===== src/rtl/wb_merge.sv =====
// Writeback merge: packs two ALU results and queued load returns onto the
// register file's two write ports. Optional `WB_PERF_EN adds stall/drop counters.
module wb_merge #(
  parameter int DEPTH = 4
) (
  input  logic        clk,
  input  logic        rst,
  input  logic        a0_valid,
  input  logic [4:0]  a0_rd,
  input  logic [31:0] a0_data,
  input  logic        a1_valid,
  input  logic [4:0]  a1_rd,
  input  logic [31:0] a1_data,
  input  logic        ld_valid,
  output logic        ld_ready,
  input  logic [4:0]  ld_rd,
  input  logic [31:0] ld_data,
  output logic        we1,
  output logic [4:0]  w_addr1,
  output logic [31:0] w_data1,
  output logic        we2,
  output logic [4:0]  w_addr2,
  output logic [31:0] w_data2,
  output logic        ld_drop
`ifdef WB_PERF_EN
  ,
  output logic [31:0] perf_ld_stall,
  output logic [31:0] perf_ld_drop
`endif
);

  localparam int AW = $clog2(DEPTH);
  localparam int CW = AW + 1;
  localparam logic [CW-1:0] FULL_CNT = CW'(DEPTH);

  logic [36:0]   mem [DEPTH];
  logic [AW-1:0] wr_ptr, rd_ptr;
  logic [CW-1:0] count;

  logic          s0_ok, s1_ok;
  logic          p1_en, p2_alu_en;
  logic [4:0]    p1_rd, p2_rd;
  logic [31:0]   p1_data, p2_data;
  logic          fifo_empty, fifo_full;
  logic          push, pop;
  logic [4:0]    head_rd;
  logic [31:0]   head_data;
  logic          head_hit, ld_wr, drop_now;

  // Slot 0 loses to a same-rd slot 1 because slot 1 is younger.
  assign s1_ok = a1_valid && (a1_rd != 5'd0);
  assign s0_ok = a0_valid && (a0_rd != 5'd0) && !(s1_ok && (a1_rd == a0_rd));

  always_comb begin
    p1_en     = 1'b0;
    p1_rd     = a0_rd;
    p1_data   = a0_data;
    p2_alu_en = 1'b0;
    p2_rd     = a1_rd;
    p2_data   = a1_data;
    if (s0_ok) begin
      p1_en     = 1'b1;
      p2_alu_en = s1_ok;
    end else if (s1_ok) begin
      p1_en   = 1'b1;
      p1_rd   = a1_rd;
      p1_data = a1_data;
    end
  end

  assign fifo_empty = (count == '0);
  assign fifo_full  = (count == FULL_CNT);
  assign ld_ready   = !rst && !fifo_full;
  assign push       = ld_valid && ld_ready;

  assign head_rd   = mem[rd_ptr][36:32];
  assign head_data = mem[rd_ptr][31:0];

  // The head only drains through port 2, so it can only collide with port 1.
  assign pop      = !fifo_empty && !p2_alu_en;
  assign head_hit = p1_en && (head_rd == p1_rd);
  assign ld_wr    = pop && (head_rd != 5'd0) && !head_hit;
  assign drop_now = pop && (head_rd != 5'd0) && head_hit;

  always_ff @(posedge clk) begin
    if (push) mem[wr_ptr] <= {ld_rd, ld_data};
  end

  always_ff @(posedge clk or posedge rst) begin
    if (rst) begin
      wr_ptr <= '0;
      rd_ptr <= '0;
      count  <= '0;
    end else begin
      if (push) wr_ptr <= wr_ptr + AW'(1);
      if (pop)  rd_ptr <= rd_ptr + AW'(1);
      case ({push, pop})
        2'b10:   count <= count + CW'(1);
        2'b01:   count <= count - CW'(1);
        default: count <= count;
      endcase
    end
  end

  always_ff @(posedge clk or posedge rst) begin
    if (rst) begin
      we1     <= 1'b0;
      w_addr1 <= '0;
      w_data1 <= '0;
      we2     <= 1'b0;
      w_addr2 <= '0;
      w_data2 <= '0;
      ld_drop <= 1'b0;
    end else begin
      we1     <= p1_en;
      we2     <= p2_alu_en || ld_wr;
      ld_drop <= drop_now;
      if (p1_en) begin
        w_addr1 <= p1_rd;
        w_data1 <= p1_data;
      end
      if (p2_alu_en) begin
        w_addr2 <= p2_rd;
        w_data2 <= p2_data;
      end else if (ld_wr) begin
        w_addr2 <= head_rd;
        w_data2 <= head_data;
      end
    end
  end

`ifdef WB_PERF_EN
  logic stall_now;
  assign stall_now = !fifo_empty && p2_alu_en;

  always_ff @(posedge clk or posedge rst) begin
    if (rst) begin
      perf_ld_stall <= '0;
      perf_ld_drop  <= '0;
    end else begin
      if (stall_now) perf_ld_stall <= perf_ld_stall + 32'd1;
      if (drop_now)  perf_ld_drop  <= perf_ld_drop + 32'd1;
    end
  end
`endif

endmodule


===== config.mk =====
export PLATFORM = sky130hd
export DESIGN_NAME = wb_merge
export DESIGN_NICKNAME = d
export VERILOG_FILES = /design/src/rtl/wb_merge.sv
export SDC_FILE = /design/constraint.sdc
export NUM_CORES = 1
export LEC_CHECK = 0
export BUFFER_PORTS_ARGS = -buffer_cell sky130_fd_sc_hd__buf_2
export CORE_ASPECT_RATIO = 1.2
export CORE_MARGIN = 2
export CORE_UTILIZATION = 50
export DETAILED_ROUTE_END_ITERATION = 16
export PLACE_DENSITY_LB_ADDON = 0.1
export SYNTH_ARGS = -nofsm -noshare
export SYNTH_HDL_FRONTEND = slang
export SYNTH_SLANG_ARGS = --single-unit
export TNS_END_PERCENT = 10

===== constraint.sdc =====
create_clock -name clk -period 2.4 [get_ports clk]
set_input_delay 0.36 -clock clk [delete_from_list [all_inputs] [get_ports clk]]
set_output_delay 0.36 -clock clk [all_outputs]
set_load 0.005 [all_outputs]

==> out/results.txt, run 1 <==
CTS Root Cell = clkbuf_16
dpl hpwl = 16400 µm
Vias/cell = 5.67
worst min path class = input port to async pin
port buffer count = 193
Final Wtd Congestion = 0.849
Clock Path Buffers = 3
total I/O pin count = 194
GRT Overall Usage = 0.240
drt initial violations = 420
Post-Syn Instances = 657
commonest cells after routing, fill and taps aside = buf_2, edfxtp_1, nand2_1
Die H = 157 µm
drt drc = 0
via count = 6689
Fin Hold WS = 37.3 ps
Final min period = 2380 ps
total CTS buffers = 24
Max VDD drop = 568 µV
hold_buf cts = 0
Final setup viols = 0
clock-pin slew on the worst setup and hold paths = 60 ps
Mapped Nets = 779
Worst Path Class, Setup = input port to flop
Tcrit/Tclk final = 0.990
Power, Total = 13900 µW
CTS tree = built
crit-path max FO = 7
max_cap viols = 0
commonest non-fill, non-tap cell in the layout = buf_2
post-synthesis register bit count = 232
sequential element share of the synthesized area = 0.673
first-pass GRT wire length = 38100 µm
layout cells sized above 1 = 0.439
f_max = 421 MHz
post-route ant nets = 0
max-slew violations = 0
post-synthesis cell type count = 44
final worst slack = 22.8 ps
Synth Area per Inst = 14.8 µm²
number of global-route vias before repair = 7005
Pwr Density = 1110 nW/µm²
antenna violations before repair = 1
# rows = 55
Initial Utilization = 0.512
die area = 20600 µm²
Worst Max-Slew Pin Slew = 968 ps
yosys warns = 0
Area Growth Syn to Fin = 29.0%
CP required = 2780 ps
Fill cells = 1415
pre-CTS setup slack = -494 ps
final wirelength = 24900 µm
WL/cell = 21.1 µm
Core Region = 19000 µm²
Worst Setup End Kind = flop
pin count of the biggest net entering global routing = 45
Die X-Extent = 131 µm
Final Skew = 7.63 ps
latest clock arrival within the worst-skew pair = 510 ps
RSZ-0062 raised after global routing = true
Slew HR = 0.353
Hold Violations, Final = 0
Mapped Area = 9730 µm²
Arr. time, crit path = 2760 ps
Pre-Repair DR Iteration Count = 6
status = complete, no violations
Lkg Pwr = 0.00503 µW
GRT overflow = 0
Worst setup SP type = input port
clock sinks = 232
post-layout net count = 1027
H-tree lvl count = 1
-- per-stage QoR --
step	instances	util	area (µm²)	TNS, ps
4_1_cts	1170	0.649	12300	-23.0
6_report	1180	0.661	12600	0
5_1_grt	1180	0.661	12600	-811
3_5_place_dp	1123	0.603	11400	-26460
3_3_place_gp	1123	0.603	11400	-25070
2_1_floorplan	657	-	9750	-4630
-- per-layer routing --
layer  global-route usage  vias up  share of wire
li1                     -     3007              -
met1                0.307     3374           0.41
met2                0.429      264           0.51
met3               0.0421       44          0.061
met4               0.0647        0          0.018
met5                    0        -              0
-- flip-flops by register name (all words and copies together) (netlist names) --
| register | cells |
|---|---|
| we1 | 1 |
| mem | 148 |
| wr_ptr | 2 |
| w_data2 | 32 |
| w_addr2 | 5 |
| w_data1 | 32 |
| ld_drop | 1 |
| we2 | 1 |
| w_addr1 | 5 |
| rd_ptr | 2 |
| count | 3 |
-- cells in the mapped netlist, drive strengths merged --
cell	instances	area (µm²)
edfxtp	148	4440
nand2	90	338
dfrtp	84	2100
nor2	74	283
a211oi	64	631
mux4	37	833
a22oi	33	248
clkbuf	26	97.6
buf	13	103
inv	13	48.8
o21ai	8	43.8
xnor2	8	70.1
nand3	6	30.0
a21o	5	45.0
a31oi	5	31.3
ha	5	62.6
nand4	5	31.3
o221ai	5	43.8
and3	4	25.0
o211ai	3	22.5
o21a	3	37.5
or4	3	26.3
xor2	3	26.3
a211o	2	17.5
a21oi	2	21.3
and2	2	12.5
a222oi	1	10.0
fa	1	20.0
mux2i	1	10.0
nor2b	1	6.26
nor3	1	5.00
or3	1	6.26
-- cells by family (layout without fill, tap and decap cells) --
kind of cell / after synthesis / count (layout) / share of synthesized area
buffers and inverters: 52 / 318 / 0.0256
adders and majority gates: 6 / 6 / 0.00849
other: 0 / 1 / 0
and+or+nand+nor: 187 / 187 / 0.0784
DFF: 232 / 232 / 0.673
xor gates and xnor gates: 11 / 11 / 0.00990
AOI/OAI and AO/OA: 131 / 131 / 0.118
muxes: 38 / 38 / 0.0867
-- final cells by class --
class | count | area (µm²) | area share
tap | 256 | 320 | 0.0255
inverter | 13 | 55.1 | 0.00439
timing repair buffer | 261 | 1710 | 0.136
antenna | 1 | 2.50 | 0.000199
clock inverter | 8 | 111 | 0.00887
sequential | 232 | 6550 | 0.522
clock buffer | 36 | 738 | 0.0588
multi-input combinational | 373 | 3070 | 0.245
-- power by group --
part | switching [µW] | internal [µW]
sequential | 404 | 5030
combinational | 2330 | 2240
clock | 1470 | 2440
total | 4200 | 9710
-- repair_timing --
item | in CTS | in global routing
gates cloned | 0 | 2
endpoints found under the setup margin | 39 | 39
resized for setup | 2 | 34
pin swaps | 1 | 24
buffers inserted | 3 | 7
-- critical path: stages --
cell and delay (ps):
buf_2 110, or4_4 540, o21a_4 230, o21a_4 140, o21ai_1 240, nand3_2 100
a222oi_1 320, buf_4 240, a21o_4 210, clkbuf_16 180, a211oi_2 70
-- final timing paths --
path / start / endpoint / slack, ps / cells past startpoint
worst max-delay path: a0_rd[0] / w_data2[0]$_DFFE_PP0P_ / 20 / 11
worst min-delay path: rst / count[0]$_DFFE_PP0P_ / 40 / 3
worst max register to register: rd_ptr[0]$_DFFE_PP0P_ / w_data2[0]$_DFFE_PP0P_ / 40 / 8
worst min register to register: w_data1[7]$_DFFE_PP0P_ / w_data1[7]$_DFFE_PP0P_ / 500 / 2
max in group asynchronous: rst / rd_ptr[0]$_DFFE_PP0P_ / 1930 / 3
min in group clk: a0_data[12] / w_data1[12]$_DFFE_PP0P_ / 50 / 3
Power figures use the tool's default switching activity.
==> run 2: changes to the inputs <==
HOLD_SLACK_MARGIN = 0.08   (was default)
PLACE_DENSITY = 0.76   (was default)
PLACE_DENSITY_LB_ADDON = default   (was 0.1)
==> run 2 against run 1 <==
Against the previous run: clock skew grew 5.3 ps; routed wire length up 0.28%; highest routed layer unchanged; global-route usage is essentially flat; largest cell class unchanged; sequential cell count did not move.
==> out/results.txt, run 2 (synthesis gave the netlist of run 1 again) <==
wire length on met2 = 13100 µm (was 12700 µm)
Max VDD drop = 663 µV (was 568 µV)
Fin Hold WS = 93.9 ps (was 37.3 ps)
total CTS buffers = 23 (was 24)
switch share = 0.311 (was 0.302)
final wirelength = 25000 µm (was 24900 µm)
top layer in use = met4 (unchanged)
port buffer count = 193 (unchanged)
Final min period = 2400 ps (was 2380 ps)
final worst slack = 1.32 ps (was 22.8 ps)
clock sinks = 232 (unchanged)
pre-CTS setup slack = -567 ps (was -494 ps)
commonest non-fill, non-tap cell in the layout = buf_2 (unchanged)
CTS tree = built (unchanged)
met3 routed WL = 1450 µm (was 1530 µm)
HP Start = a1_data[26]
drt drc = 0 (unchanged)
Final Wtd Congestion = 0.819 (was 0.849)
post-route ant nets = 0 (unchanged)
RSZ-0062 raised after global routing = true (unchanged)
Setup TNS = 0 ps (unchanged)
H-tree lvl count = 1 (unchanged)
Worst Path Class, Setup = flop to flop (was input port to flop)
Worst Setup End Kind = flop (unchanged)
worst min path class = input port to flop (was input port to async pin)
GRT Overall Usage = 0.240 (about the same)
die area = 20600 µm² (unchanged)
Power, Total = 13300 µW (was 13900 µW)
Initial Utilization = 0.512 (unchanged)
CTS Root Cell = clkbuf_16 (unchanged)
Vias/cell = 5.55 (was 5.67)
Arr. time, crit path = 2820 ps (was 2760 ps)
dpl hpwl = 15900 µm (was 16400 µm)
Clock Path Buffers = 3 (unchanged)
worst r2r dst = w_data2[29]$_DFFE_PP0P_ (was w_data2[0]$_DFFE_PP0P_)
total I/O pin count = 194 (unchanged)
layout cells sized above 1 = 0.391 (was 0.439)
FF-to-FF Start = rd_ptr[0]$_DFFE_PP0P_ (unchanged)
R2R cell count = 9 (was 8)
max reg flops = 148 (unchanged)
Hold Violations, Final = 0 (unchanged)
Clock Power Share = 0.251 (was 0.281)
commonest cells after routing, fill and taps aside = buf_2, edfxtp_1, nand2_1 (unchanged)
Worst Max-Slew Pin Slew = 683 ps (was 968 ps)
number of global-route vias before repair = 7388 (was 7005)
Flop pwr share = 0.406 (was 0.390)
logic gate share of total power = 0.344 (was 0.328)
antenna violations before repair = 0 (was 1)
Die X-Extent = 131 µm (unchanged)
first-pass GRT wire length = 38600 µm (was 38100 µm)
Final Skew = 12.9 ps (was 7.63 ps)
Area Growth Syn to Fin = 35.0% (was 29.0%)
Lkg Pwr = 0.00527 µW (was 0.00503 µW)
WL/cell = 19.8 µm (was 21.1 µm)
Tcrit/Tclk final = 0.999 (was 0.990)
Psw = 4160 µW (was 4200 µW)
Pre-Repair DR Iteration Count = 5 (was 6)
# rows = 55 (unchanged)
Die H = 157 µm (unchanged)
reg2reg setup slack = 1 ps (was 40 ps)
Final setup viols = 0 (unchanged)
Core Region = 19000 µm² (unchanged)
via count = 7010 (was 6689)
Hold Crit Depth = 3
Regs by FF count = mem: 148 flops, w_data1: 32 flops, w_data2: 32 flops (unchanged)
max-slew violations = 0 (unchanged)
f_max = 417 MHz (was 421 MHz)
clock-pin slew on the worst setup and hold paths = 60 ps (about the same)
Hold EP = w_data1[26]$_DFFE_PP0P_
Pwr Density = 1020 nW/µm² (was 1110 nW/µm²)
GRT overflow = 0 (unchanged)
internal power = 9190 µW (was 9710 µW)
WL met1 = 9580 µm (was 10200 µm)
CP required = 2820 ps (was 2780 ps)
drt initial violations = 467 (was 420)
Non-Filler Instances = 1262 (was 1180)
status = complete, no violations (unchanged)
Worst setup SP type = flop (was input port)
Slew HR = 0.545 (was 0.353)
latest clock arrival within the worst-skew pair = 510 ps (about the same)
Placed Cells = 1135 (was 1123)
crit-path max FO = 12 (was 7)
pin count of the biggest net entering global routing = 45 (unchanged)
antenna fix cells = 0 (was 1)
max_cap viols = 0 (unchanged)
Biggest register = mem (unchanged)
post-layout net count = 1112 (was 1027)
-- run 2: metal layers --
layer	vias to the layer above	global-route usage
met3	71	0.0398
met5	-	0
met4	0	0.105
li1	3170	-
met2	241	0.443
met1	3528	0.279
-- run 2: worst max path at each step --
stage,from,end,slack [ps],cells after the start
finish,rd_ptr[0]$_DFFE_PP0P_,w_data2[29]$_DFFE_PP0P_,1,9
global route,a0_rd[0],w_data2[29]$_DFFE_PP0P_,-80,12
CTS,rd_ptr[0]$_DFFE_PP0P_,w_data2[9]$_DFFE_PP0P_,4,8
detailed placement,a0_rd[0],w_data2[29]$_DFFE_PP0P_,-570,12
global placement,a0_rd[0],w_data2[21]$_DFFE_PP0P_,-480,12
floorplan,a0_rd[0],w_data2[28]$_DFFE_PP0P_,-130,9
-- run 2: area by class of cell --
cell class                 count  area [µm²]
sequential                   232        6550
fill                        1301        5860
multi-input combinational    373        3040
timing repair buffer         347        2490
clock buffer                  31         616
tap                          256         320
clock inverter                10        75.1
inverter                      13        52.6
-- run 2: power by group through the flow --
stage	registers, µW	clock network, µW	logic (µW)
final	5420	3350	4590
after global routing	5480	3550	4940
after CTS	5400	3400	4460
after detailed placement	5480	0	4320
after global placement	5440	0	4210
after floorplan	5420	0	2750
-- run 2: through the flow --
step / area [µm²] / utilization
after CTS: 13000 / 0.686
after global routing: 13100 / 0.692
final: 13100 / 0.692
after detailed placement: 11500 / 0.607
after global placement: 11500 / 0.607
after floorplan: 9750 / -
-- run 2: timing repair --
action | CTS | global route
pin swaps | 0 | 2
setup endpoints to repair | 22 | 40
hold buffers | 81 | 0
buffers inserted | 0 | 4
resized for setup | 4 | 12
endpoints found under the hold margin | 195 | 0
gates cloned | 0 | 1
-- run 2: worst max-delay path, cell delays in order, from the launching register on --
cell	delay, ps
dfrtp_2	480
mux4_2	390
inv_2	60
or4_1	390
nand4_1	170
a21oi_4	50
buf_6	130
a21o_4	240
buf_12	160
a211oi_1	220
==> run 3: changes to the inputs <==
RECOVER_POWER = 25   (was default)
==> run 3 against run 2 <==
Against the previous run: critical path type is now input port to flop; worst hold slack gained 0.68 ps; power decreased by 0.16%; via count hardly changed; worst setup slack better by 6.5 ps; largest power group unchanged; sequential cell count unchanged; highest routed layer unchanged.
==> out/results.txt, run 3 (synthesis gave the netlist of run 1 again) <==
status = complete, no violations (unchanged)
Final Skew = 14.7 ps (was 12.9 ps)
Clock Power Share = 0.251 (about the same)
Hold Crit Depth = 3 (unchanged)
post-layout net count = 1112 (unchanged)
Worst Path Class, Setup = input port to flop (was flop to flop)
GRT overflow = 0 (unchanged)
Worst setup SP type = input port (was flop)
CP Cell Sequence = buf_2 > or4_4 > o21a_4 > buf_4 > o21ai_4 > nand3_1 > a21o_1 > a222oi_1 > buf_4 > buf_6 > a211oi_1 > a211oi_1 (was mux4_2 > inv_2 > or4_1 > nand4_1 > a21oi_4 > buf_6 > a21o_4 > buf_12 > a211oi_1)
Pwr Density = 1020 nW/µm² (about the same)
Hold EP = w_data1[26]$_DFFE_PP0P_ (unchanged)
Core Util, Final = 0.689 (was 0.692)
RSZ-0062 raised after global routing = true (unchanged)
max_cap viols = 0 (unchanged)
crit path from = a0_rd[0] (was rd_ptr[0]$_DFFE_PP0P_)
Power, Total = 13300 µW (about the same)
clock-pin slew on the worst setup and hold paths = 60 ps (about the same)
WL/cell = 19.7 µm (was 19.8 µm)
worst min path class = input port to flop (unchanged)
GRT Overall Usage = 0.240 (unchanged)
Regs by FF count = mem: 148 flops, w_data1: 32 flops, w_data2: 32 flops (unchanged)
R2R cell count = 9 (unchanged)
cell depth of the worst setup path = 12 (was 9)
Core Region = 19000 µm² (unchanged)
Vias/cell = 5.56 (was 5.55)
# rows = 55 (unchanged)
f_max = 418 MHz (was 417 MHz)
antenna violations before repair = 0 (unchanged)
final worst slack = 7.79 ps (was 1.32 ps)
Psw = 4140 µW (was 4160 µW)
Final setup viols = 0 (unchanged)
Biggest register = mem (unchanged)
crit-path max FO = 12 (unchanged)
Fill cells = 1322 (was 1301)
Lkg Pwr = 0.00519 µW (was 0.00527 µW)
Setup TNS = 0 ps (unchanged)
total I/O pin count = 194 (unchanged)
latest clock arrival within the worst-skew pair = 510 ps (about the same)
Die H = 157 µm (unchanged)
CP bufs+invs = 4 (was 3)
drt drc = 0 (unchanged)
Worst Setup End Kind = flop (unchanged)
commonest non-fill, non-tap cell in the layout = buf_2 (unchanged)
Initial Utilization = 0.512 (unchanged)
logic gate share of total power = 0.343 (was 0.344)
max-slew violations = 0 (unchanged)
via count = 7011 (was 7010)
CP max stage delay = 540 ps (was 480 ps)
clock sinks = 232 (unchanged)
switch share = 0.311 (about the same)
FF-to-FF Start = rd_ptr[0]$_DFFE_PP0P_ (unchanged)
antenna fix cells = 0 (unchanged)
pin count of the biggest net entering global routing = 45 (unchanged)
max reg flops = 148 (unchanged)
Clock Path Buffers = 3 (unchanged)
Pre-Repair DR Iteration Count = 5 (unchanged)
layout cells sized above 1 = 0.361 (was 0.391)
Non-Filler Instances = 1262 (unchanged)
Tcrit/Tclk final = 0.997 (was 0.999)
first-pass GRT wire length = 38600 µm (unchanged)
number of global-route vias before repair = 7388 (unchanged)
Flop pwr share = 0.406 (about the same)
Slew HR = 0.474 (was 0.545)
CP required = 2820 ps (about the same)
Max VDD drop = 659 µV (was 663 µV)
CP delay by family, top = compound AO/OA/AOI/OAI gates (was simple AND/OR/NAND/NOR gates)
post-route ant nets = 0 (unchanged)
internal power = 9180 µW (was 9190 µW)
drt initial violations = 454 (was 467)
H-tree lvl count = 1 (unchanged)
CTS tree = built (unchanged)
Area Growth Syn to Fin = 34.5% (was 35.0%)
Worst Max-Slew Pin Slew = 784 ps (was 683 ps)
Arr. time, crit path = 2810 ps (was 2820 ps)
worst r2r dst = w_data2[29]$_DFFE_PP0P_ (unchanged)
commonest cells after routing, fill and taps aside = buf_2, edfxtp_1, nand2_1 (unchanged)
final wirelength = 24900 µm (was 25000 µm)
reg2reg setup slack = 8 ps (was 1 ps)
Die X-Extent = 131 µm (unchanged)
total CTS buffers = 23 (unchanged)
pre-CTS setup slack = -567 ps (unchanged)
CTS Root Cell = clkbuf_16 (unchanged)
HP Start = a1_data[26] (unchanged)
Final Wtd Congestion = 0.819 (unchanged)
die area = 20600 µm² (unchanged)
Final min period = 2390 ps (was 2400 ps)
dpl hpwl = 15900 µm (unchanged)
Hold Violations, Final = 0 (unchanged)
port buffer count = 193 (unchanged)
highest-delay cell along the critical path = or4_4 (was dfrtp_2)
Placed Cells = 1135 (unchanged)
## run 3: per-layer routing
metal	GRT usage	routed length [µm]	vias to the layer above
met5	0	0	-
met4	0.105	879	0
met3	0.0398	1540	69
met2	0.443	13100	252
met1	0.279	9440	3521
li1	-	-	3169
## run 3: worst max-delay path by stage
stage / end / slack [ps]
after floorplan: w_data2[28]$_DFFE_PP0P_ / -130
after global placement: w_data2[21]$_DFFE_PP0P_ / -480
after detailed placement: w_data2[29]$_DFFE_PP0P_ / -570
after CTS: w_data2[9]$_DFFE_PP0P_ / 4
after global routing: w_data2[29]$_DFFE_PP0P_ / -80
final: w_data2[29]$_DFFE_PP0P_ / 8
## run 3: worst min-delay path: cells and delay by family
family	cells	cell delay, ps
simple gates	1	60
compound gates	1	60
buf+inv	1	90
## run 3: timing repair
item / in CTS / in global routing
hold endpoints to repair: 195 / 0
pin swaps: 0 / 2
endpoints found under the setup margin: 22 / 40
cloned: 0 / 1
gates resized for setup: 4 / 12
hold buffers: 81 / 0
buffers inserted: 0 / 4
## run 3: through the flow
step | instance area (µm²) | hold slack [ps]
finish | 13100 | 94.6
global route | 13100 | 100
CTS | 13000 | 80.6
detailed placement | 11500 | 400
global placement | 11500 | 399
floorplan | 9750 | 459
## run 3: final cells by class
type	instances	area, µm²	share of cell area
clock inverters	10	75.1	0.00573
multi-input cells	373	3040	0.232
flip-flops and latches	232	6550	0.500
inverters	13	50.0	0.00382
clock buffers	31	616	0.0470
well taps	256	320	0.0245
repair buffers	347	2450	0.187
## run 3: power by group through the flow
stage,combinational (µW),clock (µW),sequential [µW]
6_report,4570,3340,5410
5_1_grt,4930,3550,5480
4_1_cts,4460,3400,5400
3_5_place_dp,4320,0,5480
3_3_place_gp,4210,0,5440
2_1_floorplan,2750,0,5420
